==> config.mk <==
export PLATFORM = sky130hd
export DESIGN_NAME = thread_fetch
export DESIGN_NICKNAME = d
export VERILOG_FILES = /design/src/rtl/thread_fetch.sv
export SDC_FILE = /design/constraint.sdc
export NUM_CORES = 1
export LEC_CHECK = 0
export ABC_AREA = 1
export CAP_MARGIN = 5
export CELL_PAD_IN_SITES_DETAIL_PLACEMENT = 1
export CELL_PAD_IN_SITES_GLOBAL_PLACEMENT = 1
export CORE_MARGIN = 8
export CORE_UTILIZATION = 25
export DETAILED_ROUTE_END_ITERATION = 8
export PLACE_DENSITY_LB_ADDON = 0.1
export SLEW_MARGIN = 25
export SYNTH_ARGS = -nofsm -noshare
export SYNTH_HDL_FRONTEND = slang
export SYNTH_SLANG_ARGS = --single-unit
==> constraint.sdc <==
create_clock -name clk -period 2.9 [get_ports clk]
set_input_delay 0.29 -clock clk [delete_from_list [all_inputs] [get_ports clk]]
set_output_delay 0.29 -clock clk [all_outputs]
set_load 0.02 [all_outputs]
==> src/rtl/thread_fetch.sv <==
// Per-thread instruction fetch: owns the PC and a small return-address stack,
// issues reads to a synchronous instruction memory and hands words to decode.
module thread_fetch #(
  parameter int PC_W        = 10,
  parameter int STACK_DEPTH = 4
) (
  input  logic            clk,
  input  logic            rst_n,
  input  logic            start,
  input  logic [PC_W-1:0] start_pc,
  output logic            imem_en,
  output logic [PC_W-1:0] imem_addr,
  input  logic [31:0]     imem_rdata,
  output logic [31:0]     ins,
  output logic [PC_W-1:0] ins_pc,
  output logic            ins_valid,
  input  logic            ins_ready,
  input  logic            isJump,
  input  logic [PC_W-1:0] jumpAddr,
  input  logic            setTOS,
  input  logic            pop,
  input  logic            isHalted,
  output logic            halted,
  output logic            stack_ovf,
  output logic            stack_unf
);

  localparam int SP_W  = $clog2(STACK_DEPTH + 1);
  localparam int IDX_W = (STACK_DEPTH > 1) ? $clog2(STACK_DEPTH) : 1;

  typedef enum logic [1:0] {IDLE, RUN, HALTED} state_t;

  state_t            state_q;
  logic              pending_q;     // read issued last cycle, data on imem_rdata now
  logic              hold_valid_q;  // word parked because decode stalled
  logic [31:0]       hold_ins_q;
  logic [PC_W-1:0]   pc_q;          // address of the word in flight or presented
  logic [SP_W-1:0]   sp_q;
  logic [PC_W-1:0]   stack_q [STACK_DEPTH];
  logic              halted_q;
  logic              ovf_q;
  logic              unf_q;

  logic              accept;
  logic              unf_err;
  logic              ovf_err;
  logic              stop;
  logic [PC_W-1:0]   ret_pc;
  logic [PC_W-1:0]   tos;
  logic [PC_W-1:0]   target_d;
  logic [SP_W-1:0]   sp_m1;
  logic [SP_W-1:0]   sp_pop_d;
  logic [IDX_W-1:0]  tos_idx;
  logic [IDX_W-1:0]  push_idx;

  assign ins_valid = pending_q | hold_valid_q;
  assign ins       = hold_valid_q ? hold_ins_q : (pending_q ? imem_rdata : 32'd0);
  assign ins_pc    = pc_q;
  assign halted    = halted_q;
  assign stack_ovf = ovf_q;
  assign stack_unf = unf_q;

  assign accept   = ins_valid & ins_ready;
  assign ret_pc   = pc_q + PC_W'(1);
  assign sp_m1    = sp_q - SP_W'(1);
  assign tos_idx  = sp_m1[IDX_W-1:0];
  assign tos      = stack_q[tos_idx];
  assign sp_pop_d = pop ? sp_m1 : sp_q;
  assign push_idx = sp_pop_d[IDX_W-1:0];

  // A halt request masks every other control, including stack errors.
  assign unf_err = ~isHalted & pop & (sp_q == '0);
  assign ovf_err = ~isHalted & ~pop & setTOS & (sp_q == SP_W'(STACK_DEPTH));
  assign stop    = isHalted | unf_err | ovf_err;

  always_comb begin
    target_d = ret_pc;
    if (pop)         target_d = tos;
    else if (isJump) target_d = jumpAddr;
  end

  always_comb begin
    imem_en   = 1'b0;
    imem_addr = '0;
    case (state_q)
      IDLE, HALTED: begin
        if (start) begin
          imem_en   = 1'b1;
          imem_addr = start_pc;
        end
      end
      RUN: begin
        if (accept && !stop) begin
          imem_en   = 1'b1;
          imem_addr = target_d;
        end
      end
      default: ;
    endcase
  end

  always_ff @(posedge clk or negedge rst_n) begin
    if (!rst_n) begin
      state_q      <= IDLE;
      pending_q    <= 1'b0;
      hold_valid_q <= 1'b0;
      hold_ins_q   <= '0;
      pc_q         <= '0;
      sp_q         <= '0;
      halted_q     <= 1'b0;
      ovf_q        <= 1'b0;
      unf_q        <= 1'b0;
      for (int i = 0; i < STACK_DEPTH; i++) stack_q[i] <= '0;
    end else begin
      pending_q <= imem_en;
      if (imem_en) pc_q <= imem_addr;
      case (state_q)
        IDLE, HALTED: begin
          if (start) begin
            state_q  <= RUN;
            halted_q <= 1'b0;
            sp_q     <= '0;
            ovf_q    <= 1'b0;
            unf_q    <= 1'b0;
          end
        end
        RUN: begin
          // Park the returning word so ins stays stable while imem_rdata moves.
          if (pending_q && !ins_ready) begin
            hold_valid_q <= 1'b1;
            hold_ins_q   <= imem_rdata;
          end
          if (accept) begin
            hold_valid_q <= 1'b0;
            if (stop) begin
              state_q  <= HALTED;
              halted_q <= 1'b1;
              if (ovf_err) ovf_q <= 1'b1;
              if (unf_err) unf_q <= 1'b1;
            end else if (setTOS) begin
              stack_q[push_idx] <= ret_pc;
              sp_q              <= sp_pop_d + SP_W'(1);
            end else begin
              sp_q <= sp_pop_d;
            end
          end
        end
        default: state_q <= IDLE;
      endcase
    end
  end

endmodule

==> flow_summary.ini, run 1 <==
[hold_path]
min-delay-start = pop
hold_class = in2reg
hold_path_depth = 3

[worst_setup_path]
startpoint = sp_q[1]$_DFFE_PN0P_
crit_path_max_fanout = 9
crit_arrival_ns = 2.49
worst_setup_path_start_kind = flop
crit_path_end_kind = output pin
ff2ff_path_depth = 9
critPathRequiredTime_ns = 2.61
r2r-start = sp_q[1]$_DFFE_PN0P_
critical_path_class = reg2out

[yosys]
syn_area_sq_um = 4942
ys_ff_latch = 92
postSynth.asyncResetShare_pct = 100.0
yosysSeqAreaShare_pct = 46.58
synth_warnings = 0
synth_edf_count = 0
yosysUniqueCellTypes = 34
synth_area_leaders = dfrtp_1 (47%), nand2_1 (16%), o21ai_0 (8.0%), inv_1 (4.6%), nand3_1 (4.2%)
synth_top_area_share_pct = 46.58
synth.net_count = 712
syn-instance-count = 645
syn_area_per_cell_sq_um = 7.662
synth_commonest_cells = nand2_1 (213), dfrtp_1 (92), o21ai_0 (79), inv_1 (60), nand3_1 (41)
yosys.area.top_type = dfrtp_1
yosysMostFrequentCell = nand2_1
synth-main-ff-cell = dfrtp_1

[global_routing]
grt_max_degree = 49
antenna_found_initial = 0
grtUsageTotal_pct = 13.69
overflow = 0
first_global_vias = 4949
grt_pass1_wl_um = 26730

[timing]
hold_violations = 0
finalCritPeriodShare_pct = 95.80
relSlewSlack_pct = 59.03
rsz0062_at_grt = no
fin_skew_ns = 0.009209
fmax_mhz = 360.0
post-route-worst-setup-slack_ns = 0.1219
final.setup.tns_ns = 0
whs_ns = 0.3830
finalSetupViolCount = 0
drv_slew = 0
min_period_ns = 2.778
tightest_slew_ns = 0.6146

[route]
first_pass_iters = 4
wire_per_inst_um = 15.67
vias = 4632
ant_nets = 0
routed_via_density = 4.488
first_iter_violations = 172
drc = 0
routed_wl_um = 16170

[pwr]
cellPowerDensity_nw_per_um2 = 962.0
p_leak_nw = 3.209
total_power_mw = 6.527
irDropWorstVdd_mv = 0.4033

[final_layout]
num_antenna_cells = 0
layoutNonFillerInstCount = 1032
stdcell_area_sq_um = 6785
syn2layout_area_growth_pct = 37.29
final_core_util_pct = 34.86
drive_gt1_share_pct = 8.083
nets = 829

[run_status]
outcome = finished, final reports clean

[placed_design]
pre_cts_slack_ns = 0.06391
hpwl_um = 12300
gp_congestion = 0.7741
numPortBuffers = 116
placed_cells = 1015
dpl_cell_area_sq_um = 6434

[clock_network]
cts-root-buf = clkbuf_16
htreeDepth = 3
clock-sinks = 92
post-cts-setup-buffers = 0
clock_latency_ns = 0.34
path_clk_slew_ns = 0.07
cts_inserted_buffers = 9
cts_tree = yes
clockBufferDepth = 2

[floorplan]
rows = 51
fp.dieArea_sq_um = 24520
coreArea_sq_um = 19460
start_util_pct = 25.39
die_w_um = 156.6
die_h_um = 156.6
io_pins = 117

[job]
drv_cap = 0
-- registers in the layout, indices dropped and copies added (netlist names) --
| name | cells |
|---|---|
| sp_q | 3 |
| pending_q | 1 |
| stack_unf | 1 |
| hold_ins_q | 32 |
| stack_q | 40 |
| hold_valid_q | 1 |
| halted | 1 |
| state_q | 2 |
| stack_ovf | 1 |
| ins_pc | 10 |
-- placed cells by master (no fill, tap or decap), types with 6 or more instances in the layout --
cell             count
nand2_1            213
dfrtp_1             92
nand3_1             41
ha_1                 6
nor2_1              26
a21oi_1             15
o21ai_0             79
o21ai_1             37
buf_4               19
clkbuf_16            9
inv_1               60
clkdlybuf4s50_1    109
dlymetal6s2s_1       6
-- where the power goes --
group / total [mW] / switching, mW / leakage, nW / internal (mW)
clock: 1.18 / 0.538 / 0.143 / 0.638
sequential: 2.17 / 0.352 / 1.20 / 1.82
combinational: 3.18 / 1.92 / 1.86 / 1.26
-- worst paths after layout --
kind,end,slack [ns]
setup / recovery,imem_addr[3],0.12
hold / removal,stack_unf$_DFFE_PN0P_,0.38
min in group asynchronous,stack_ovf$_DFFE_PN0P_,0.50
setup reg to reg,stack_q[16]$_DFFE_PN0P_,0.54
max in group asynchronous,stack_q[4]$_DFFE_PN0P_,1.68
hold reg to reg,stack_q[0]$_DFFE_PN0P_,0.49
-- layer usage --
metal  vias to the layer above  track usage, %  share of wire [%]
li1                       2321               -                  -
met1                      2227           18.20                 48
met2                        78           22.06                 47
met3                         6           3.309                4.6
met4                         0           2.975               0.59
met5                         -               0                  0
-- cell type report --
class	count	area (sq um)
Tap cell	265	331.6
Clock inverter	5	42.54
Sequential cell	92	2302
Inverter	64	242.7
Timing Repair Buffer	136	1339
Fill cell	2363	12680
Multi-Input combinational cell	459	2275
Clock buffer	11	252.7
-- critical path, stage by stage (launching register included) --
cell and delay (ns):
dfrtp_1 0.32, inv_1 0.10, ha_4 0.37, o21ai_0 0.11, o211ai_1 0.37, nand3_1 0.17, nand2_1 0.09, clkdlybuf4s50_1 0.60
-- logic make-up (layout without fill, tap and decap cells) --
kind of cell               count (synthesis)  count (layout)  share of synthesized area (%)
and+or+nand+nor                          302             302                          26.94
AOI/OAI and AO/OA                        145             145                          15.80
buffers and inverters                     94             216                          8.025
DFF                                       92              92                          46.58
adders and majority gates                  7               7                          1.772
xor gates and xnor gates                   5               5                         0.8862
-- what timing repair did --
| action | in CTS | in global routing |
|---|---|---|
| hold endpoints to repair | 44 | 0 |
| hold buffers | 1 | 0 |
| resized for setup | 3 | 9 |
| setup endpoints to repair | 8 | 9 |
Power figures use the tool's default switching activity.
==> run 2: changes to the inputs <==
Settings changed: DONT_BUFFER_PORTS set to 1.
==> run 2 against run 1 <==
Effect of this change:
- flip-flop and latch count did not move
- setup slack improved by 0.10 ns
- first-iteration DRC count rose by 37%
- total power fell by 7.9%
- count of clock-buffer cells in the layout rose by 1
- largest cell class unchanged
- clock power barely moved
- fmax rose by 3.9%
- global-route usage fell by 0.44 points
- final area fell by 16%
- sequential power rose by 5%
- combinational power fell by 19%
==> flow_summary.ini, run 2 (same netlist as run 1, synthesis figures left out) <==
[run_status]
outcome = finished, final reports clean

[placed_design]
pre_cts_slack_ns = 0.4069
placed_cells = 917
gp_congestion = 0.7449
dpl_cell_area_sq_um = 5398
numPortBuffers = 0
hpwl_um = 11410

[global_routing]
grtUsageTotal_pct = 13.25
first_global_vias = 4493
grt_pass1_wl_um = 25470
grt_max_degree = 93
antenna_found_initial = 0
overflow = 0

[timing]
final.setup.tns_ns = 0
rsz0062_at_grt = no
whs_ns = 0.05162
finalSetupViolCount = 0
hold_violations = 0
fin_skew_ns = 0.007406
tightest_slew_ns = 0.5776
post-route-worst-setup-slack_ns = 0.2268
fmax_mhz = 374.1
min_period_ns = 2.673
finalCritPeriodShare_pct = 92.18
drv_slew = 0
relSlewSlack_pct = 61.21

[pwr]
cellPowerDensity_nw_per_um2 = 1050
p_leak_nw = 2.803
total_power_mw = 6.012
irDropWorstVdd_mv = 0.3143

[job]
drv_cap = 0

[route]
top_layer = met4
first_pass_iters = 4
wire_per_inst_um = 16.65
routed_wl_um = 15570
first_iter_violations = 236
wl_met2_um = 7106
wl_met3_um = 941
wl_met1_um = 7280
routed_via_density = 4.612
drc = 0
vias = 4312
ant_nets = 0

[final_layout]
fillers = 2351
mostFrequentLayoutCell = nand2_1
multi_input_area_sq_um = 2253
top_register = stack_q
final_cell_mix = nand2_1 (212), dfrtp_1 (92), o21ai_0 (79), inv_1 (60), nand3_1 (41)
nets = 732
largest_reg_flops = 40
stdcell_area_sq_um = 5725
final_core_util_pct = 29.42
num_antenna_cells = 0
ff_latch_area_sq_um = 2302
drive_gt1_share_pct = 11.64
syn2layout_area_growth_pct = 15.85
layoutNonFillerInstCount = 935

[worst_setup_path]
crit_slowest_cell = ha_1
path_delay_family = simple AND/OR/NAND/NOR gates
crit_path_max_fanout = 9
crit_path_end_kind = output pin
crit_buf_inv = 1
critPathRequiredTime_ns = 2.61
worst_setup_path_start_kind = flop
max_stage_delay_ns = 0.44
worstPathCellList = inv_1 -> ha_1 -> nor2_2 -> o21ai_0 -> nor2_1 -> nor2_1 -> nand2_1 -> nand2_1 -> nand2_1
critical_path_class = reg2out
crit_arrival_ns = 2.38
cpMostUsedCell = nand2_1

[clock_network]
clockBufferDepth = 2
htreeDepth = 3
path_clk_slew_ns = 0.06
clock-sinks = 92
cts_tree = yes
clock_latency_ns = 0.35
cts-root-buf = clkbuf_16
cts_inserted_buffers = 9

[floorplan]
io_pins = 117
coreArea_sq_um = 19460
die_h_um = 156.6
die_w_um = 156.6
rows = 51
start_util_pct = 25.39
fp.dieArea_sq_um = 24520

[hold_path]
hold_class = in2reg
## run 2: timing repair
item,in CTS,in global routing
hold endpoints to repair,92,0
endpoints found under the setup margin,0,2
resized for setup,0,1
buffers inserted,0,0
hold buffers,2,0
## run 2: layer usage
layer / track usage [%] / vias to the layer above
li1: - / 2135
met1: 17.44 / 2076
met2: 20.61 / 86
met3: 3.502 / 15
met4: 4.485 / 0
met5: 0 / -
## run 2: worst paths after layout
check	from	endpoint	depth (start not counted)	slack, ns
hold / removal	isHalted	stack_unf$_DFFE_PN0P_	1	0.05
setup reg to reg	sp_q[0]$_DFFE_PN0P_	stack_q[16]$_DFFE_PN0P_	9	0.50
min in group asynchronous	rst_n	hold_ins_q[19]$_DFFE_PN0P_	2	0.51
max in group asynchronous	rst_n	stack_q[6]$_DFFE_PN0P_	2	2.01
setup / recovery	sp_q[0]$_DFFE_PN0P_	imem_addr[2]	9	0.23
hold reg to reg	stack_q[19]$_DFFE_PN0P_	stack_q[19]$_DFFE_PN0P_	2	0.49
## run 2: layout make-up
class,count,area share [%]
Multi-Input combinational cell,459,39.36
Sequential cell,92,40.21
Clock buffer,12,4.480
Tap cell,265,5.791
Inverter,64,4.240
Timing Repair Buffer,39,5.507
Clock inverter,4,0.4152
## run 2: where the power goes
group          internal [mW]  switching (mW)  total (mW)  leakage (nW)
sequential              1.82           0.454        2.27          1.20
clock                  0.627           0.529        1.16         0.142
combinational          0.858            1.73        2.58          1.46
